===== src/rtl/rtc_cal_pkg.sv =====
// Shared types and constants for the seconds-to-calendar converter.
// Latency: n/a (package only).
// Backpressure: n/a (package only).
package rtc_cal_pkg;

  typedef enum logic [2:0] {
    ST_IDLE,
    ST_DIV_DAY,
    ST_DIV_HR,
    ST_DIV_MIN,
    ST_DIV_WDAY,
    ST_YEAR,
    ST_MONTH,
    ST_DONE
  } cal_state_e;

  localparam int SEC_PER_DAY   = 86400;
  localparam int SEC_PER_HR    = 3600;
  localparam int SEC_PER_MIN   = 60;
  localparam int DAYS_PER_WEEK = 7;
  localparam int EPOCH_YEAR    = 2000;
  localparam int EPOCH_WDAY    = 6;  // 2000-01-01 was a Saturday

  // Days in a month, month numbered 1..12.
  function automatic logic [4:0] month_len(input logic [3:0] month, input logic leap);
    logic [4:0] len;
    case (month)
      4'd2:                    len = leap ? 5'd29 : 5'd28;
      4'd4, 4'd6, 4'd9, 4'd11: len = 5'd30;
      default:                 len = 5'd31;
    endcase
    return len;
  endfunction

endpackage


===== src/rtl/rtc_cal_div.sv =====
// Sequential restoring divider, one quotient bit per cycle, reused for every divide.
// Latency: start accepted when idle; done_o pulses CNT_WIDTH+1 cycles after the start cycle.
// Backpressure: none; start_i is ignored while busy_o is high, results hold until next start.
// Ports: clk_i/rst_i (sync, active-high), start_i, dividend_i, divisor_i,
//        busy_o, done_o (1-cycle pulse), quot_o, rem_o.
module rtc_cal_div #(
  parameter int CNT_WIDTH = 32
) (
  input  logic                 clk_i,
  input  logic                 rst_i,
  input  logic                 start_i,
  input  logic [CNT_WIDTH-1:0] dividend_i,
  input  logic [CNT_WIDTH-1:0] divisor_i,
  output logic                 busy_o,
  output logic                 done_o,
  output logic [CNT_WIDTH-1:0] quot_o,
  output logic [CNT_WIDTH-1:0] rem_o
);

  localparam int CW = $clog2(CNT_WIDTH + 1);

  logic [CNT_WIDTH-1:0] quot_q, rem_q, dvsr_q;
  logic [CW-1:0]        cnt_q;
  logic                 done_q;
  logic [CNT_WIDTH:0]   shifted, trial;

  // Remainder is always below the divisor, so one extra bit holds the
  // shifted partial remainder; its MSB after subtraction is the borrow.
  always_comb begin
    shifted = {rem_q, quot_q[CNT_WIDTH-1]};
    trial   = shifted - {1'b0, dvsr_q};
  end

  always_ff @(posedge clk_i) begin
    if (rst_i) begin
      quot_q <= '0;
      rem_q  <= '0;
      dvsr_q <= '0;
      cnt_q  <= '0;
      done_q <= 1'b0;
    end else begin
      done_q <= 1'b0;
      if (start_i && !busy_o) begin
        quot_q <= dividend_i;
        rem_q  <= '0;
        dvsr_q <= divisor_i;
        cnt_q  <= CW'(CNT_WIDTH);
      end else if (busy_o) begin
        if (!trial[CNT_WIDTH]) begin
          rem_q  <= trial[CNT_WIDTH-1:0];
          quot_q <= {quot_q[CNT_WIDTH-2:0], 1'b1};
        end else begin
          rem_q  <= shifted[CNT_WIDTH-1:0];
          quot_q <= {quot_q[CNT_WIDTH-2:0], 1'b0};
        end
        cnt_q <= cnt_q - CW'(1);
        if (cnt_q == CW'(1)) done_q <= 1'b1;
      end
    end
  end

  assign busy_o = (cnt_q != '0);
  assign done_o = done_q;
  assign quot_o = quot_q;
  assign rem_o  = rem_q;

endmodule


===== src/rtl/rtc_cal_conv.sv =====
// Converts an RTC seconds count (epoch 2000-01-01 00:00:00) into calendar fields.
// Latency: 3 or 4 divides of CNT_WIDTH+1 cycles, plus year walk + month walk + 1; max 282 (249 without wday).
// Backpressure: cnt_ready_o only in IDLE (no queueing); result held with cal_valid_o until cal_ready_i.
// Ports: clk_i/rst_i (sync, active-high); cnt_i/cnt_valid_i/cnt_ready_o input handshake;
//        cal_valid_o/cal_ready_i output handshake; year/month/mday/hour/min/sec/wday fields; busy_o.
// Build option: define RTC_CAL_WDAY_EN to compute wday_o (otherwise tied to 0 and the step is skipped).
module rtc_cal_conv
  import rtc_cal_pkg::*;
#(
  parameter int CNT_WIDTH  = 32,
  parameter int YEAR_WIDTH = 12
) (
  input  logic                  clk_i,
  input  logic                  rst_i,
  input  logic [CNT_WIDTH-1:0]  cnt_i,
  input  logic                  cnt_valid_i,
  output logic                  cnt_ready_o,
  output logic                  cal_valid_o,
  input  logic                  cal_ready_i,
  output logic [YEAR_WIDTH-1:0] year_o,
  output logic [3:0]            month_o,
  output logic [4:0]            mday_o,
  output logic [4:0]            hour_o,
  output logic [5:0]            min_o,
  output logic [5:0]            sec_o,
  output logic [2:0]            wday_o,
  output logic                  busy_o
);

  cal_state_e state_q, state_d;

  logic                  div_start, div_busy, div_done;
  logic [CNT_WIDTH-1:0]  div_dividend, div_divisor, div_quot, div_rem;

  logic [CNT_WIDTH-1:0]  days_q;
  logic [7:0]            yoff_q;
  logic [YEAR_WIDTH-1:0] year_q;
  logic [3:0]            month_q;
  logic [4:0]            mday_q, hour_q;
  logic [5:0]            min_q, sec_q;

  logic                  hs, leap;
  logic [CNT_WIDTH-1:0]  ylen, mlen;

  rtc_cal_div #(.CNT_WIDTH(CNT_WIDTH)) u_div (
    .clk_i      (clk_i),
    .rst_i      (rst_i),
    .start_i    (div_start),
    .dividend_i (div_dividend),
    .divisor_i  (div_divisor),
    .busy_o     (div_busy),
    .done_o     (div_done),
    .quot_o     (div_quot),
    .rem_o      (div_rem)
  );

  // The divider is always idle in IDLE; the term only guarantees a new
  // start can never land on a divide still in flight.
  assign cnt_ready_o = (state_q == ST_IDLE) && !div_busy;
  assign cal_valid_o = (state_q == ST_DONE);
  assign busy_o      = (state_q != ST_IDLE) && (state_q != ST_DONE);
  assign hs          = cnt_valid_i && cnt_ready_o;

  // Gregorian rule restricted to 2000..2136: only 2100 breaks the 4-year rule.
  assign leap = (yoff_q[1:0] == 2'b00) && (yoff_q != 8'd100);
  assign ylen = leap ? CNT_WIDTH'(366) : CNT_WIDTH'(365);
  assign mlen = CNT_WIDTH'(month_len(month_q, leap));

  always_ff @(posedge clk_i) begin
    if (rst_i) state_q <= ST_IDLE;
    else       state_q <= state_d;
  end

  // Each divide is started on the edge that enters its state, so the state
  // lasts exactly until the divider's done pulse.
  always_comb begin
    state_d      = state_q;
    div_start    = 1'b0;
    div_dividend = '0;
    div_divisor  = '0;
    case (state_q)
      ST_IDLE: if (hs) begin
        div_start    = 1'b1;
        div_dividend = cnt_i;
        div_divisor  = CNT_WIDTH'(SEC_PER_DAY);
        state_d      = ST_DIV_DAY;
      end
      ST_DIV_DAY: if (div_done) begin
        div_start    = 1'b1;
        div_dividend = div_rem;
        div_divisor  = CNT_WIDTH'(SEC_PER_HR);
        state_d      = ST_DIV_HR;
      end
      ST_DIV_HR: if (div_done) begin
        div_start    = 1'b1;
        div_dividend = div_rem;
        div_divisor  = CNT_WIDTH'(SEC_PER_MIN);
        state_d      = ST_DIV_MIN;
      end
      ST_DIV_MIN: if (div_done) begin
`ifdef RTC_CAL_WDAY_EN
        div_start    = 1'b1;
        div_dividend = days_q + CNT_WIDTH'(EPOCH_WDAY);
        div_divisor  = CNT_WIDTH'(DAYS_PER_WEEK);
        state_d      = ST_DIV_WDAY;
`else
        state_d      = ST_YEAR;
`endif
      end
      ST_DIV_WDAY: if (div_done) state_d = ST_YEAR;
      ST_YEAR:     if (days_q < ylen) state_d = ST_MONTH;
      ST_MONTH:    if (days_q < mlen) state_d = ST_DONE;
      ST_DONE:     if (cal_ready_i) state_d = ST_IDLE;
      default:     state_d = ST_IDLE;
    endcase
  end

  always_ff @(posedge clk_i) begin
    if (rst_i) begin
      days_q  <= '0;
      yoff_q  <= '0;
      year_q  <= '0;
      month_q <= '0;
      mday_q  <= '0;
      hour_q  <= '0;
      min_q   <= '0;
      sec_q   <= '0;
    end else begin
      case (state_q)
        ST_IDLE: if (hs) begin
          yoff_q  <= '0;
          month_q <= 4'd1;
        end
        ST_DIV_DAY: if (div_done) days_q <= div_quot;
        ST_DIV_HR:  if (div_done) hour_q <= div_quot[4:0];
        ST_DIV_MIN: if (div_done) begin
          min_q <= div_quot[5:0];
          sec_q <= div_rem[5:0];
        end
        ST_YEAR: if (days_q >= ylen) begin
          days_q <= days_q - ylen;
          yoff_q <= yoff_q + 8'd1;
        end
        ST_MONTH: if (days_q >= mlen) begin
          days_q  <= days_q - mlen;
          month_q <= month_q + 4'd1;
        end else begin
          mday_q <= days_q[4:0] + 5'd1;
          year_q <= YEAR_WIDTH'(EPOCH_YEAR) + YEAR_WIDTH'(yoff_q);
        end
        default: ;
      endcase
    end
  end

`ifdef RTC_CAL_WDAY_EN
  logic [2:0] wday_q;
  always_ff @(posedge clk_i) begin
    if (rst_i)                                    wday_q <= '0;
    else if (state_q == ST_DIV_WDAY && div_done) wday_q <= div_rem[2:0];
  end
  assign wday_o = wday_q;
`else
  assign wday_o = 3'd0;
`endif

  assign year_o  = year_q;
  assign month_o = month_q;
  assign mday_o  = mday_q;
  assign hour_o  = hour_q;
  assign min_o   = min_q;
  assign sec_o   = sec_q;

endmodule


===== config.mk =====
export PLATFORM = sky130hd
export DESIGN_NAME = rtc_cal_conv
export DESIGN_NICKNAME = d
export VERILOG_FILES = /design/src/rtl/rtc_cal_pkg.sv /design/src/rtl/rtc_cal_div.sv /design/src/rtl/rtc_cal_conv.sv
export SDC_FILE = /design/constraint.sdc
export NUM_CORES = 1
export LEC_CHECK = 0
export BUFFER_PORTS_ARGS = -buffer_cell sky130_fd_sc_hd__buf_2
export CAP_MARGIN = 20
export CORE_ASPECT_RATIO = 1.2
export CORE_MARGIN = 3
export CORE_UTILIZATION = 45
export CTS_CLUSTER_SIZE = 25
export DETAILED_ROUTE_END_ITERATION = 16
export PLACE_DENSITY = 0.61
export SLEW_MARGIN = 20
export SYNTH_ARGS = -nofsm -noshare
export SYNTH_HDL_FRONTEND = slang
export SYNTH_SLANG_ARGS = --single-unit

===== constraint.sdc =====
create_clock -name clk_i -period 6.97 [get_ports clk_i]
set_input_delay 1.394 -clock clk_i [delete_from_list [all_inputs] [get_ports clk_i]]
set_output_delay 1.394 -clock clk_i [all_outputs]
set_load 0.05 [all_outputs]

==> out/summary.md, run 1 <==
### Synth
- 24.7% — Compound-Gate Fraction of Synth Area
- 4.38% — area share of xor/xnor cells in the synthesized design
- 23.4% — area fraction in and, or, nand and nor cells after synthesis
- 4.81% — adder-cell area share of the yosys netlist
- dfxtp_1 — Top FF cell, synth
- 0% — async set-or-reset flop fraction in the synthesized netlist
- 0 — EDFF count, synth
- 74 — count of distinct cell types in the synthesized netlist
- 35.3% — portion of the post-synthesis area used by sequential elements
- 1.59% — multiplexer share of the synthesized area
- 7.69 sq um — syn avg cell area
- 1144 — post-synthesis cell count
- 0.00879 sq mm — synthesized cell area
- 0 — YS warnings
- compound AO/OA/AOI/OAI gates — combinational family with the most area after synthesis
- 155 — register bit total from synthesis

### Clock tree
- 0 — number of post-CTS setup repair buffers
- clkbuf_16 — buffer cell driving the clock tree root
- 17 — clock buffer count from CTS
- 0.43 ns — insertion delay to the later sink of the worst-skew pair
- 0 — number of gates given a new drive strength after cts
- 0 — total of hold buffers inserted after clock tree synthesis
- 4 — Max H-tree Level
- 155 — number of sinks driven by the clock tree
- 0.06 ns — clock edge transition at the registers on the reported setup and hold paths
- 2 — Longest Clk Path Bufs
- done — clock tree from TritonCTS

### Timing
- 0.00818 ns — post-route clock skew
- 0 ns — aggregate negative setup slack
- 2.53 ns — final setup margin
- 0 — Finish-stage setup viols
- 36.6% — relative max-transition margin
- 0.950 ns — Worst Tran Pin Value
- 0 — pins over their slew limit
- 0 — hold violation count in the final report
- 4.44 ns — final worst path period need
- false — RSZ-0062 raised after global routing
- 0.225 GHz — Max Freq
- 63.7% — Final period util

### Global routing
- 23.9% — Global Route Usage Sum
- 41600 um — wire length of the first global-routing pass
- 7843 — number of global-route vias before repair
- 88 — pin count of the biggest net entering global routing
- 0 — residual overflow from global routing
- 0 — antenna violations before repair

### Place
- 0.963 — routability cong.
- 17900 um — total half-perimeter wirelength after legalization and detailed placement
- 2.58 ns — setup slack at placement
- 1405 — number of cells after detailed placement
- 76 — IO buf count

### Pwr
- 0.00372 uW — leakage power total
- 3680 uW — Final Total Pwr
- 375 mW/mm^2 — P per Cell Area
- 0.000280 V — worst vdd ir

### Critical path
- days_q[27]$_SDFFE_PP0P_ — endpoint of the worst register-to-register path
- 2.53 ns — register-to-register setup slack
- or3_1 — worst-path cell with the longest stage delay
- nand2_1 — Crit path top cell by count
- yoff_q[4]$_SDFFE_PP0P_ — reg2reg start
- 16 — Register-to-Register Path Depth
- register — crit path capture type
- 16 — maximum fanout along the worst path
- 0.68 ns — largest stage delay on the critical path
- register — CP Launch Type
- 4.74 ns — Data arrival, critical path
- register to register — critical path class
- inv_1, ha_1, nand4_1, nand2_1, nand2_1, nand2_1, o21ai_0, ha_1, fa_1, and4b_1, or3_1, nor2_1, a31oi_1, or3_1, nand2b_1, o21ai_0 — worst-path cell chain
- 7.26 ns — data required time at the worst endpoint

### Die
- 46.3% — effective utilization at floorplan
- 134 um — width of the chip
- 159 um — vertical die dimension
- 80 — num ports
- 0.0213 sq mm — Die Footprint
- 55 — number of placement rows
- 0.0190 sq mm — placeable core region

### Final layout
- dfxtp_1 — commonest non-fill, non-tap cell in the layout
- 1236 — Post-layout nets
- 0 — antenna diode count
- 11.6% — post-synthesis to final-layout area growth
- 155 x dfxtp_1, 148 x a21oi_1, 132 x nand2_1 — most frequent cells in the layout
- 11.9% — share of cells above drive strength 1
- 1437 — Non-Filler Instances

### Min path
- sec_o[4]$_SDFFE_PP0P_ — startpoint of the tightest hold check path
- sec_o[4]$_SDFFE_PP0P_ — worst hold path endpoint
- 2 — hold path cells
- register to register — Min-Delay Path Class

### Detailed routing
- met4 — uppermost routed layer
- 8 — number of search-and-repair iterations in the first detailed-routing pass
- 0 — antenna-violating nets left
- 8479 — count of vias placed by the detailed router
- 25800 um — Routed WL
- 705 — DR iter-0 viols
- 0 — number of design rule violations left after detail routing
- 11400 um — length of routed wiring on met1
- 17.9 um — wire per inst
- 5.90 — via density per instance
- 1250 um — total met3 wirelength after detailed routing
- 12500 um — amount of wire on met2 after detailed routing

### Run status
- completed — run status

### Run
- 0 — number of max-cap violations

per-layer routing:
metal / vias up / GRT usage (%)
li1: 4181 / -
met1: 4012 / 31.2
met2: 239 / 39.9
met3: 47 / 3.70
met4: 0 / 9.07
met5: - / 0
metrics by stage:
stage | instance area, sq um | hold slack, ns | util [%]
floorplan | 8800 | 0.448 | -
global placement | 9210 | 0.441 | 48.5
detailed placement | 9210 | 0.445 | 48.5
CTS | 9810 | 0.453 | 51.6
global route | 9810 | 0.472 | 51.6
finish | 9810 | 0.455 | 51.6
worst max-delay path by stage:
| stage | start | end | slack, ns | depth (start not counted) |
|---|---|---|---|---|
| after floorplan | month_o[0]$_SDFFE_PP0P_ | days_q[7]$_SDFFE_PP0P_ | 3.20 | 17 |
| after global placement | yoff_q[4]$_SDFFE_PP0P_ | days_q[16]$_SDFFE_PP0P_ | 2.77 | 16 |
| after detailed placement | yoff_q[4]$_SDFFE_PP0P_ | days_q[27]$_SDFFE_PP0P_ | 2.58 | 16 |
| after CTS | yoff_q[4]$_SDFFE_PP0P_ | days_q[27]$_SDFFE_PP0P_ | 2.55 | 16 |
| after global routing | yoff_q[4]$_SDFFE_PP0P_ | year_o[9]$_SDFFE_PP0P_ | 2.14 | 17 |
| final | yoff_q[4]$_SDFFE_PP0P_ | days_q[27]$_SDFFE_PP0P_ | 2.53 | 16 |
worst max-delay path, delay by kind of cell, from the launching register on:
family,cells,cell delay [ns]
AOI/OAI and AO/OA,3,0.66
adders and majority gates,3,0.67
buffers and inverters,1,0.11
DFF,1,0.44
and+or+nand+nor,9,2.42
Yosys cell counts, types with 18 or more instances:
cell      instances  area share [%]
o21ai_0          76             4.3
nor3_1           41             2.3
dfxtp_1         155              35
nor2_1          128             5.5
a211oi_1         18             1.5
nand2_1         133             5.7
xnor2_1          27             2.7
ha_1             29             4.1
clkbuf_1         68             2.9
inv_1            36             1.5
a21oi_1         149             8.5
a222oi_1         32             3.6
layout make-up:
cell class / instances / area (sq um)
clock buffer: 23 / 488
sequential: 155 / 3100
clock inverter: 9 / 110
fill: 1902 / 9180
multi-input combinational: 872 / 5200
tap: 256 / 320
inverter: 37 / 139
timing repair buffer: 85 / 450
flip-flops by register name (all words and copies together) (netlist names):
signal	flops
u_div.rem_o	32
u_div.dvsr_q	4
month_o	4
year_o	11
u_div.quot_o	32
mday_o	5
days_q	32
u_div.done_o	1
state_q	3
hour_o	5
min_o	6
yoff_q	8
u_div.cnt_q	6
sec_o	6
power breakdown:
| group | internal [uW] | total, uW | switching [uW] |
|---|---|---|---|
| logic | 593 | 1510 | 921 |
| registers | 1020 | 1210 | 196 |
| clock network | 567 | 947 | 380 |
| total | 2180 | 3680 | 1500 |
cells by family (layout without fill, tap and decap cells):
| kind of cell | count (synthesis) | count (layout) |
|---|---|---|
| AND/OR/NAND/NOR | 429 | 429 |
| AO/OA/AOI/OAI | 350 | 350 |
| flip-flops | 155 | 155 |
| buffers and inverters | 119 | 154 |
| XOR/XNOR | 44 | 44 |
| adder cells (fa/ha/maj) | 32 | 32 |
| multiplexers | 14 | 14 |
| other | 1 | 3 |
(Power assumes the default switching activity.)
==> inputs of run 2 (changes only) <==
--- a/config.mk
+++ b/config.mk
@@ -12,7 +12,7 @@
 export CORE_UTILIZATION = 45
 export CTS_CLUSTER_SIZE = 25
 export DETAILED_ROUTE_END_ITERATION = 16
-export PLACE_DENSITY = 0.61
+export PLACE_DENSITY = 0.64
 export SLEW_MARGIN = 20
 export SYNTH_ARGS = -nofsm -noshare
 export SYNTH_HDL_FRONTEND = slang
==> constraint.sdc (replaced) <==
create_clock -name clk_i -period 3.71 [get_ports clk_i]
set_input_delay 0.742 -clock clk_i [delete_from_list [all_inputs] [get_ports clk_i]]
set_output_delay 0.742 -clock clk_i [all_outputs]
set_load 0.05 [all_outputs]
==> run 2 against run 1 <==
Clock-buffer cell count down 1. Via count up 2.7%. Critical path depth unchanged. Clock power up 120%. Combinational power up 98%.
==> out/summary.md, run 2 (synthesized netlist as in run 1, its figures left out) <==
### Detailed routing
- 10900 um — length of routed wiring on met1, -4.2%
- 8 — number of search-and-repair iterations in the first detailed-routing pass, unchanged
- 12800 um — amount of wire on met2 after detailed routing, +3.1%
- 770 — DR iter-0 viols, +9.2%
- 0 — antenna-violating nets left, unchanged
- met4 — uppermost routed layer
- 26000 um — Routed WL, +0.80%
- 5.88 — via density per instance, -0.35%
- 8708 — count of vias placed by the detailed router, +2.7%
- 0 — number of design rule violations left after detail routing, unchanged
- 1280 um — total met3 wirelength after detailed routing, +2.2%
- 17.6 um — wire per inst, -2.2%

### Timing
- true — RSZ-0062 raised after global routing
- 96.6% — Final period util, +33 points
- 0 — hold violation count in the final report, unchanged
- 1.06 ns — Worst Tran Pin Value, +0.106 ns
- 0 — pins over their slew limit, unchanged
- 3.59 ns — final worst path period need, -0.856 ns
- 0 — Finish-stage setup viols, unchanged
- 29.5% — relative max-transition margin, -7.1 points
- 0.00854 ns — post-route clock skew, +0.000356 ns
- 0.279 GHz — Max Freq, +24%
- 0.451 ns — worst hold-check slack, -0.00403 ns

### Clock tree
- 2 — Longest Clk Path Bufs, unchanged
- clkbuf_16 — buffer cell driving the clock tree root
- 4 — Max H-tree Level, unchanged
- 0.06 ns — clock edge transition at the registers on the reported setup and hold paths, about the same
- done — clock tree from TritonCTS
- 17 — clock buffer count from CTS, unchanged
- 0 — total of hold buffers inserted after clock tree synthesis, unchanged
- 0.43 ns — insertion delay to the later sink of the worst-skew pair, about the same
- 155 — number of sinks driven by the clock tree, unchanged

### Pwr
- 7290 uW — Final Total Pwr, +98%
- 708 mW/mm^2 — P per Cell Area, +89%
- 0.000362 V — worst vdd ir, +30%
- 0.00399 uW — leakage power total, +7.4%

### Global routing
- 97 — pin count of the biggest net entering global routing, +10%
- 8487 — number of global-route vias before repair, +8.2%
- 0 — antenna violations before repair, unchanged
- 42800 um — wire length of the first global-routing pass, +3.0%
- 24.5% — Global Route Usage Sum, +0.62 points
- 0 — residual overflow from global routing, unchanged

### Die
- 0.0190 sq mm — placeable core region, unchanged
- 134 um — width of the chip, unchanged
- 0.0213 sq mm — Die Footprint, unchanged
- 80 — num ports, unchanged
- 159 um — vertical die dimension, unchanged
- 46.3% — effective utilization at floorplan, unchanged
- 55 — number of placement rows, unchanged

### Final layout
- 17.1% — post-synthesis to final-layout area growth
- dfxtp_1 — commonest non-fill, non-tap cell in the layout
- 0 — antenna diode count, unchanged
- 153 x dfxtp_1, 147 x a21oi_1, 132 x nand2_1 — most frequent cells in the layout
- 15.7% — share of cells above drive strength 1, +3.8 points
- 1280 — Post-layout nets, +3.6%

### Run status
- completed — run status

### Min path
- register to register — Min-Delay Path Class
- sec_o[3]$_SDFFE_PP0P_ — startpoint of the tightest hold check path

### Critical path
- register — crit path capture type
- yoff_q[4]$_SDFFE_PP0P_ — reg2reg start
- 0.53 ns — largest stage delay on the critical path, -0.15 ns
- inv_1, ha_1, nand4_1, nand2_1, buf_4, ha_1, inv_1, fa_1, a31o_2, a31o_2, a21oi_4, a31oi_4, or3_1, nand2b_1, buf_4, o32ai_1 — worst-path cell chain
- register to register — critical path class
- 3.86 ns — Data arrival, critical path, -0.88 ns
- register — CP Launch Type
- 11 — maximum fanout along the worst path, -5
- or3_1 — worst-path cell with the longest stage delay
- 0.12 ns — register-to-register setup slack, -2.40 ns
- yoff_q[4]$_SDFFE_PP0P_ — worst setup path startpoint
- 3.99 ns — data required time at the worst endpoint, -3.27 ns

### Run
- 0 — number of max-cap violations, unchanged

### Place
- 0.949 — routability cong., -1.5%
- 18500 um — total half-perimeter wirelength after legalization and detailed placement, +3.3%
- 76 — IO buf count, unchanged

==> run 2: cell types whose count changed in the layout (fill, tap and decap cells not counted), moves of 2 or more <==
cell        change
clkinv_4        +2
inv_6           -2
dfxtp_2         +2
bufinv_16       +4
a31oi_1         -2
clkinvlp_4      -2
buf_4          +42
dfxtp_1         -2
==> run 2: where the power goes <==
| part | total [uW] | leakage (uW) | internal [uW] | switching (uW) |
|---|---|---|---|---|
| Clock | 2050 | 0.000337 | 1340 | 713 |
| Sequential | 2250 | 0.00126 | 1910 | 334 |
| Combinational | 2990 | 0.00240 | 1210 | 1780 |
==> run 2: per-stage QoR <==
step	area (sq um)	setup TNS [ns]	cells	setup WS [ns]	util, %
global placement	9510	0	1443	0.130	50.1
finish	10300	0	1481	0.125	54.2
CTS	10200	0	1475	0.0375	53.7
floorplan	8800	0	1146	0.160	-
detailed placement	9510	0	1443	0.0540	50.1
global route	10300	-0.730	1481	-0.0665	54.2
==> run 2: final timing paths <==
kind	endpoint	cells past startpoint
worst max register to register	days_q[12]$_SDFFE_PP0P_	16
worst min register to register	sec_o[3]$_SDFFE_PP0P_	2
worst min-delay path	sec_o[3]$_SDFFE_PP0P_	2
worst max-delay path	days_q[12]$_SDFFE_PP0P_	16
==> run 2: final cells by class <==
type / count / area (sq um)
fill: 1872 / 8690
clock inverter: 10 / 210
inverter: 37 / 139
sequential: 155 / 3110
clock buffer: 22 / 484
multi-input combinational: 872 / 5250
tap: 256 / 320
timing repair buffer: 129 / 797
==> run 2: critical path: cells and delay by family (launching register included) <==
kind	cells	cell delay, ns
AO/OA/AOI/OAI	5	1.04
adder cells (fa/ha/maj)	3	0.73
buffers and inverters	4	0.49
flip-flops	1	0.30
AND/OR/NAND/NOR	4	0.88
==> run 2: repair_timing <==
action	in CTS	in global routing
resized for setup	0	10
buffers inserted	0	6
setup endpoints to repair	0	45
==> run 2: layer usage <==
metal / vias up / track usage (%)
li1: 4257 / -
met1: 4122 / 30.3
met2: 268 / 42.4
met3: 61 / 3.35
met4: 0 / 10.9
met5: - / 0
==> inputs of run 3 (changes only) <==
--- a/config.mk
+++ b/config.mk
@@ -7,13 +7,13 @@
 export LEC_CHECK = 0
 export BUFFER_PORTS_ARGS = -buffer_cell sky130_fd_sc_hd__buf_2
 export CAP_MARGIN = 20
-export CORE_ASPECT_RATIO = 1.2
 export CORE_MARGIN = 3
 export CORE_UTILIZATION = 45
 export CTS_CLUSTER_SIZE = 25
 export DETAILED_ROUTE_END_ITERATION = 16
-export PLACE_DENSITY = 0.64
+export PLACE_DENSITY = 0.63
 export SLEW_MARGIN = 20
 export SYNTH_ARGS = -nofsm -noshare
 export SYNTH_HDL_FRONTEND = slang
+export SYNTH_HIERARCHICAL = 1
 export SYNTH_SLANG_ARGS = --single-unit
==> run 3 against run 2 <==
Non-clock buffer count fell by 21. First-iteration DRC count is 19% higher. Synthesized cell count is 28% higher. Largest cell class unchanged. Critical path type unchanged.
==> out/summary.md, run 3 <==
### Pwr
- 44.2% — fraction of power spent switching nets, +5.5 points
- 27.9% — fraction of power consumed by sequential logic, -3.0 points
- 4370 uW — switching power, +55%
- 5510 uW — design internal power, +23%
- 0.00118 V — worst vdd ir, +220%
- 17.6% — clock network fraction of total power, -11 points
- 774 mW/mm^2 — P per Cell Area, +9.4%
- 54.5% — combinational group share of total power, +14 points
- 0.00484 uW — leakage power total, +21%

### Global routing
- 23.1% — Global Route Usage Sum, -1.4 points
- 53100 um — wire length of the first global-routing pass, +24%
- 0 — antenna violations before repair, unchanged
- 10100 — number of global-route vias before repair, +19%
- 0 — residual overflow from global routing, unchanged
- 139 — pin count of the biggest net entering global routing, +43%

### Final layout
- 186 x nand2_1, 183 x dfxtp_1, 164 x a21oi_1 — most frequent cells in the layout
- 11.4% — share of cells above drive strength 1, -4.3 points
- 11.2% — post-synthesis to final-layout area growth
- 51.7% — Final Util, -2.6 points
- 1603 — Post-layout nets, +25%
- nand2_1 — commonest non-fill, non-tap cell in the layout
- 0 — antenna diode count, unchanged

### Clock tree
- 0 — number of gates given a new drive strength after cts, unchanged
- 0 — number of post-CTS setup repair buffers, unchanged
- 183 — number of sinks driven by the clock tree, +18%
- 2 — Longest Clk Path Bufs, unchanged
- 17 — clock buffer count from CTS, unchanged
- 0.08 ns — clock edge transition at the registers on the reported setup and hold paths, +0.02 ns
- 0.44 ns — insertion delay to the later sink of the worst-skew pair, about the same
- 4 — Max H-tree Level, unchanged
- 0 — total of hold buffers inserted after clock tree synthesis, unchanged
- clkbuf_16 — buffer cell driving the clock tree root
- done — clock tree from TritonCTS

### Synth
- dfxtp_1 32%, a21oi_1 7.2%, nand2_1 6.1%, ha_1 5.6%, mux2i_1 5.4% — main area contributors after synthesis
- 87 — count of distinct cell types in the synthesized netlist, +18%
- dfxtp_1 — Synth area leader
- 1467 — post-synthesis cell count, +28%
- 0 — EDFF count, synth, unchanged
- 187 x nand2_1, 183 x dfxtp_1, 165 x a21oi_1, 124 x nor2_1, 74 x o21ai_0 — leading post-synthesis cells by instance count
- 6 — YS warnings, +6
- 0.0115 sq mm — synthesized cell area, +30%
- 31.9% — area fraction of the dominant cell type after synthesis, -3.3 points
- nand2_1 — most used standard cell by instance count after synthesis
- dfxtp_1 — Top FF cell, synth
- 31.9% — portion of the post-synthesis area used by sequential elements, -3.3 points
- 183 — register bit total from synthesis, +18%
- 7.82 sq um — syn avg cell area, +1.7%
- 0% — async set-or-reset flop fraction in the synthesized netlist, unchanged

### Timing
- 0 ns — aggregate negative setup slack, unchanged
- 0.833 ns — Worst Tran Pin Value, -0.224 ns
- 0.316 ns — final setup margin, +0.191 ns
- 0.0177 ns — post-route clock skew, +0.00918 ns
- 0 — Finish-stage setup viols, unchanged
- false — RSZ-0062 raised after global routing
- 44.5% — relative max-transition margin, +15 points
- 3.39 ns — final worst path period need, -0.191 ns
- 0.295 GHz — Max Freq, +5.6%
- 91.5% — Final period util, -5.2 points
- 0 — hold violation count in the final report, unchanged
- 0 — pins over their slew limit, unchanged

### Detailed routing
- 913 — DR iter-0 viols, +19%
- 10800 — count of vias placed by the detailed router, +24%
- 0 — number of design rule violations left after detail routing, unchanged
- 17.7 um — wire per inst, +0.90%
- 0 — antenna-violating nets left, unchanged
- 5.85 — via density per instance, -0.44%
- 32800 um — Routed WL, +26%
- 5 — number of search-and-repair iterations in the first detailed-routing pass, -3

### Min path
- 2 — hold path cells, unchanged
- sec_o[2]$_SDFFE_PP0P_ — startpoint of the tightest hold check path
- sec_o[2]$_SDFFE_PP0P_ — worst hold path endpoint
- register to register — Min-Delay Path Class

### Critical path
- 4.00 ns — data required time at the worst endpoint, about the same
- 37 — maximum fanout along the worst path, +26
- register to register — critical path class
- yoff_q[4]$_SDFFE_PP0P_ — reg2reg start
- 0.32 ns — register-to-register setup slack, +0.19 ns
- register — crit path capture type
- 3.68 ns — Data arrival, critical path, -0.18 ns
- days_q[15]$_SDFFE_PP0P_ — endpoint of the worst register-to-register path
- register — CP Launch Type
- 16 — Register-to-Register Path Depth, unchanged

### Place
- 23300 um — total half-perimeter wirelength after legalization and detailed placement, +26%
- 0.136 ns — setup slack at placement, +0.0818 ns
- 0.916 — routability cong., -3.5%
- 76 — IO buf count, unchanged

### Run status
- completed — run status

### Die
- 0.0247 sq mm — placeable core region, +30%
- 46.5% — effective utilization at floorplan, +0.17 points
- 57 — number of placement rows, +3.6%
- 80 — num ports, unchanged
- 0.0274 sq mm — Die Footprint, +29%
- 166 um — vertical die dimension, +4.1%
- 166 um — width of the chip, +24%

### Run
- 0 — number of max-cap violations, unchanged

[run 3: changes by cell type in the layout (fill, tap and decap cells not counted), sizes merged, moves of 13 or more]
cell,delta
nand2,+53
mux2i,+48
a22o,+32
a211oi,+31
a222oi,-31
inv,+31
dfxtp,+28
ha,+22
buf,-21
conb,+20
a21oi,+18
nor3,-13
[run 3: worst max-delay path, stage by stage (launching register included)]
cell and delay, ns:
dfxtp_1 0.37, inv_1 0.09, ha_1 0.14, nand4_1 0.11
nand2_2 0.17, nand2_1 0.07, nand2_1 0.06, o21ai_0 0.11
ha_1 0.23, fa_1 0.40, and4b_2 0.40, nor3_4 0.07
a31oi_2 0.27, a21oi_4 0.10, buf_12 0.18, o311ai_0 0.35
o31ai_1 0.12
[run 3: layer usage]
metal  share of wire, %  vias to the layer above  global-route usage [%]  routed length [um]
li1                   -                     5418                       -                   -
met5                  0                        -                       0                   0
met4                1.3                        0                    5.53                 421
met2                 47                      292                    38.3               15400
met3                4.9                       28                    3.38                1620
met1                 47                     5092                    32.0               15300
[run 3: how the worst max path moves through the flow]
stage,start,endpoint,slack (ns)
2_1_floorplan,u_div/cnt_q[2]$_SDFFE_PP0N_,u_div/quot_o[2]$_SDFFE_PP0P_,0.08
3_3_place_gp,yoff_q[4]$_SDFFE_PP0P_,days_q[12]$_SDFFE_PP0P_,0.25
3_5_place_dp,yoff_q[4]$_SDFFE_PP0P_,days_q[17]$_SDFFE_PP0P_,0.14
4_1_cts,yoff_q[4]$_SDFFE_PP0P_,days_q[15]$_SDFFE_PP0P_,0.11
5_1_grt,yoff_q[4]$_SDFFE_PP0P_,days_q[14]$_SDFFE_PP0P_,0.04
6_report,yoff_q[4]$_SDFFE_PP0P_,days_q[15]$_SDFFE_PP0P_,0.32
[run 3: cell families (layout without fill, tap and decap cells)]
logic type / after synthesis / in the layout / synth area share [%]
compound gates: 494 / 494 / 28.5
xor+xnor: 40 / 40 / 3.12
fa+ha+maj: 54 / 54 / 6.09
buf+inv: 169 / 206 / 6.25
flops: 183 / 183 / 31.9
mux: 63 / 63 / 5.51
other cells: 1 / 23 / 0.0327
simple gates: 463 / 463 / 18.6
[run 3: cell type report]
class,instances,area [sq um]
Clock inverter,12,98.8
Sequential cell,183,3660
Inverter,66,248
Clock buffer,20,447
Multi-Input combinational cell,1137,7220
Tap cell,324,405
Timing Repair Buffer,108,673
Fill cell,2467,11900
[run 3: stage by stage]
stage | total power [uW] | std cells | area [sq um] | hold WS [ns]
finish | 9870 | 1850 | 12800 | 0.454
floorplan | 7020 | 1489 | 11600 | 0.436
detailed placement | 8120 | 1818 | 12200 | 0.441
global route | 10600 | 1850 | 12800 | 0.476
global placement | 8060 | 1818 | 12200 | 0.438
CTS | 9880 | 1850 | 12700 | 0.456
[run 3: power by group through the flow]
stage                     clock network (uW)  registers [uW]  logic [uW]
after floorplan                            0            2630        4400
after global placement                     0            2790        5260
after detailed placement                   0            2800        5320
after CTS                               1770            2750        5360
after global routing                    1860            2820        5970
final                                   1730            2760        5380
